==> config.mk <==
export PLATFORM = sky130hd
export DESIGN_NAME = reg_bank8
export DESIGN_NICKNAME = d
export VERILOG_FILES = /design/src/rtl/reg_bank8.sv
export SDC_FILE = /design/constraint.sdc
export NUM_CORES = 1
export LEC_CHECK = 0
export ABC_AREA = 1
export ABC_CLOCK_PERIOD_IN_PS = 1600
export CAP_MARGIN = 20
export CORE_MARGIN = 2
export CORE_UTILIZATION = 49
export DETAILED_ROUTE_END_ITERATION = 6
export GPL_ROUTABILITY_DRIVEN = 0
export PLACE_DENSITY = 0.82
export RECOVER_POWER = 50
export SLEW_MARGIN = 40
export SYNTH_ARGS = -nofsm -noshare
export SYNTH_HDL_FRONTEND = slang
export SYNTH_SLANG_ARGS = --single-unit
==> constraint.sdc <==
create_clock -name clk -period 1.6 [get_ports clk]
set_input_delay 0.24 -clock clk [delete_from_list [all_inputs] [get_ports clk]]
set_output_delay 0.24 -clock clk [all_outputs]
set_load 0.01 [all_outputs]
==> src/rtl/reg_bank8.sv <==
// Eight-entry register bank feeding the 8:1 read mux, with per-entry valid
// flags and a one-entry-per-cycle clear-all sweep that rejects writes while busy.
module reg_bank8 #(
  parameter int unsigned WIDTH = 16
) (
  input  logic             clk,
  input  logic             rst_n,
  input  logic             we,
  input  logic [2:0]       wa,
  input  logic [WIDTH-1:0] wd,
  input  logic             clr,
  output logic             busy,
  output logic             wr_drop,
  output logic [7:0]       valid,
  output logic [WIDTH-1:0] a,
  output logic [WIDTH-1:0] b,
  output logic [WIDTH-1:0] c,
  output logic [WIDTH-1:0] d,
  output logic [WIDTH-1:0] e,
  output logic [WIDTH-1:0] f,
  output logic [WIDTH-1:0] g,
  output logic [WIDTH-1:0] h
);

  typedef enum logic {
    IDLE  = 1'b0,
    SWEEP = 1'b1
  } state_e;

  state_e           state_q, state_d;
  logic [2:0]       ptr_q, ptr_d;
  logic [WIDTH-1:0] mem_q [8];
  logic [WIDTH-1:0] mem_d [8];
  logic [7:0]       valid_q, valid_d;
  logic             wr_drop_q, wr_drop_d;
  logic             do_write;
  logic             do_clear;
  logic             start_sweep;

  // State register
  always_ff @(posedge clk or negedge rst_n) begin
    if (!rst_n) begin
      state_q <= IDLE;
    end else begin
      state_q <= state_d;
    end
  end

  // Next-state logic
  always_comb begin
    state_d = state_q;
    unique case (state_q)
      IDLE:    if (clr) state_d = SWEEP;
      SWEEP:   if (ptr_q == 3'd7) state_d = IDLE;
      default: state_d = IDLE;
    endcase
  end

  // State-decoded controls; busy comes straight from the state flop
  always_comb begin
    busy        = (state_q == SWEEP);
    do_write    = (state_q == IDLE) && we;
    start_sweep = (state_q == IDLE) && clr;
    do_clear    = (state_q == SWEEP);
  end

  // Datapath next values; a same-edge write in IDLE lands before the sweep starts
  always_comb begin
    mem_d     = mem_q;
    valid_d   = valid_q;
    ptr_d     = ptr_q;
    wr_drop_d = do_clear && we;
    if (do_write) begin
      mem_d[wa]   = wd;
      valid_d[wa] = 1'b1;
    end
    if (do_clear) begin
      mem_d[ptr_q]   = '0;
      valid_d[ptr_q] = 1'b0;
      ptr_d          = ptr_q + 3'd1;
    end else if (start_sweep) begin
      ptr_d = '0;
    end
  end

  always_ff @(posedge clk or negedge rst_n) begin
    if (!rst_n) begin
      for (int unsigned i = 0; i < 8; i++) begin
        mem_q[i] <= '0;
      end
      valid_q   <= '0;
      ptr_q     <= '0;
      wr_drop_q <= 1'b0;
    end else begin
      for (int unsigned i = 0; i < 8; i++) begin
        mem_q[i] <= mem_d[i];
      end
      valid_q   <= valid_d;
      ptr_q     <= ptr_d;
      wr_drop_q <= wr_drop_d;
    end
  end

  assign valid   = valid_q;
  assign wr_drop = wr_drop_q;
  assign a       = mem_q[0];
  assign b       = mem_q[1];
  assign c       = mem_q[2];
  assign d       = mem_q[3];
  assign e       = mem_q[4];
  assign f       = mem_q[5];
  assign g       = mem_q[6];
  assign h       = mem_q[7];

endmodule

==> key figures <==
Status
  • Status: finished clean

Layout
  • Final Instance Area: 8720 sq um
  • Final #Nets: 967
  • Commonest non-fill, non-tap cells in the layout: nor2_1, nand2_1, dfrtp_1
  • Fraction of layout instances using a drive strength above 1: 8.28%
  • ANT cells: 0
  • Synthesis-to-layout area growth: 42.2%
  • Most common cell after layout, fill and taps aside: nor2_1

Logic synthesis
  • Synthesized net count: 790
  • Number of synthesis warnings: 0
  • Avg Inst Size Synth: 8.01 sq um
  • Post-Synthesis Cell Area: 6130 sq um
  • Yosys cell types: 18
  • Top cell type's share of synthesized area: 57.6%
  • Most area-consuming cells after synthesis: dfrtp_1, nor2_1, nand2_1
  • Cell taking the most area after synthesis: dfrtp_1
  • Synthesis-stage register bit count: 141
  • Mapped Cells: 765
  • Seq/Total Area, Yosys: 57.6%

Placed design
  • HPWL after DPL: 11,600 um
  • Port bufs: 160
  • Area after DPL: 8150 sq um
  • Worst slack at placement: -127 ps

STA
  • Final WS setup: 23.7 ps
  • Fmax: 0.634 GHz
  • Slew Viols, Final: 0
  • Final period utilization: 98.5%
  • Endpoints failing setup: 0
  • Tmin final: 1580 ps
  • Actual slew at the worst max-slew pin: 1050 ps
  • Setup TNS: 0 ps
  • Clock skew: 9.12 ps
  • Hold Vio Cnt, Final: 0
  • Worst slew margin: 30.0%

Min path
  • Min-delay src: valid[4]
  • Hold/Removal Path Class: register to register
  • Hold path depth: 1

Critical path
  • Crit-path slowest cell: clkdlybuf4s50_1
  • Crit-path max FO: 2
  • FF-to-FF path depth: 6
  • R2r startpoint: busy
  • Arrival time worst endpoint: 1340 ps
  • CP delay by family, top: buffers and inverters
  • CP Capture Type: output pin
  • Buf+Inv Stages, Crit Path: 1
  • Max incr delay on CP: 540 ps
  • Critical path class: register to output pin
  • CP Depth: 1
  • Critical Path Source: e[4]
  • CP Data Required Time: 1360 ps
  • Worst-path cell chain: clkdlybuf4s50_1
  • Worst setup SP type: register

Die
  • IO Pins: 161
  • Core footprint: 12,100 sq um
  • Die height: 116 um
  • Initial Util: 50.6%
  • Die area: 13,400 sq um
  • Row count: 40
  • DIE WIDTH: 116 um

Power and ir drop
  • Psw: 0.00557 W
  • VDD IR max: 954 uV
  • Internal Power: 0.0108 W
  • Power share of the sequential group: 35.7%
  • Sw frac: 34.1%
  • Total Power: 0.0164 W
  • Leak: 4.56 nW
  • Pwr Density: 1880 nW/um^2
  • Clk pwr share: 24.8%
  • Combinational share of power: 39.5%

Clock tree
  • CTS Buf Count: 17
  • CTS Root Cell: clkbuf_16
  • Clock buffer depth: 2
  • CTS clk-pin slew, worst paths: 60 ps
  • Htree depth: 4
  • Worst-Skew Late Latency: 420 ps
  • TritonCTS clock tree: yes
  • CTS Sinks: 141

Route
  • DRT iter0 DRCs: 553
  • Routed vias/inst: 4.99
  • ANT nets after route: 0
  • DR WL/cell: 16.1 um
  • Via count: 5,603
  • Drt pass-1 iters: 6
  • Routed WL: 18,000 um
  • DRC viols: 0

Global routing
  • Antenna violations before repair: 0
  • Largest net degree at the start of global routing: 50
  • GRT Residual Overflow: 0
  • First-pass GRT wire length: 28,100 um
  • Number of global-route vias before repair: 5,271
  • Tot GR Track Use: 27.8%

Job
  • Max-Cap Viols: 0
==> synth_stat cells <==
cell        n
inv_2       1
clkbuf_1    8
nand3_4     2
a21boi_0    1
nor2_1    259
nor2_2      5
mux2i_1     1
o21a_1      7
buf_2      22
ha_1        2
nand2_1   210
inv_1      29
o21ai_0     3
nor2_4      5
or2_2       1
nand3_1    64
dfrtp_1   141
buf_4       4
==> power groups by stage <==
stage	combinational (W)	clock [W]	sequential, W
final	0.00646	0.00406	0.00584
after global routing	0.00711	0.00428	0.00596
after CTS	0.00666	0.00409	0.00583
after detailed placement	0.00663	0	0.00588
after global placement	0.00649	0	0.00583
after floorplan	0.00246	0	0.00638
==> state kept, by name, indices dropped and copies added (netlist names) <==
name     cells
a           16
b           16
c           16
d           16
e           16
f           16
g           16
h           16
valid        8
ptr_q        3
busy         1
wr_drop      1
==> layer usage <==
layer  vias to the layer above  global-route usage [%]  part of all wire (%)
met4                         0                    9.44                   2.2
met2                       211                    42.8                    47
met5                         -                       0                     0
met3                        31                    8.11                   7.6
met1                      2661                    38.1                    43
li1                       2700                       -                     -
==> metrics by stage <==
step	util, %	std cells	hold WS [ps]
floorplan	-	765	-55.6
global placement	67.3	1089	187
detailed placement	67.3	1089	185
CTS	72.4	1122	319
global route	72.0	1122	502
finish	72.0	1122	491
==> logic make-up after synthesis <==
logic type,Yosys count,synth area share [%]
flops,141,57.6
compound gates,11,1.22
simple gates,546,36.0
mux,1,0.163
buf+inv,64,4.61
fa+ha+maj,2,0.408
==> timing repair <==
item | 4_1_cts | 5_1_grt
gates resized for setup | 5 | 49
setup endpoints to repair | 5 | 82
hold buffers | 1 | 0
hold endpoints to repair | 35 | 0
buffers inserted | 1 | 0
==> cell type report <==
| type | count | area (sq um) |
|---|---|---|
| Sequential cell | 141 | 3530 |
| Fill cell | 965 | 3400 |
| Multi-Input combinational cell | 560 | 2330 |
| Timing Repair Buffer | 192 | 1930 |
| Clock buffer | 21 | 470 |
| Tap cell | 168 | 210 |
| Clock inverter | 10 | 138 |
| Inverter | 30 | 115 |
==> final timing paths <==
path	slack (ps)	endpoint
min	490	valid[4]
min reg2reg	490	valid[4]
max in group asynchronous	200	a[14]
max	20	e[4]
min in group asynchronous	550	f[7]
max reg2reg	90	f[1]
Power figures use the tool's default switching activity.
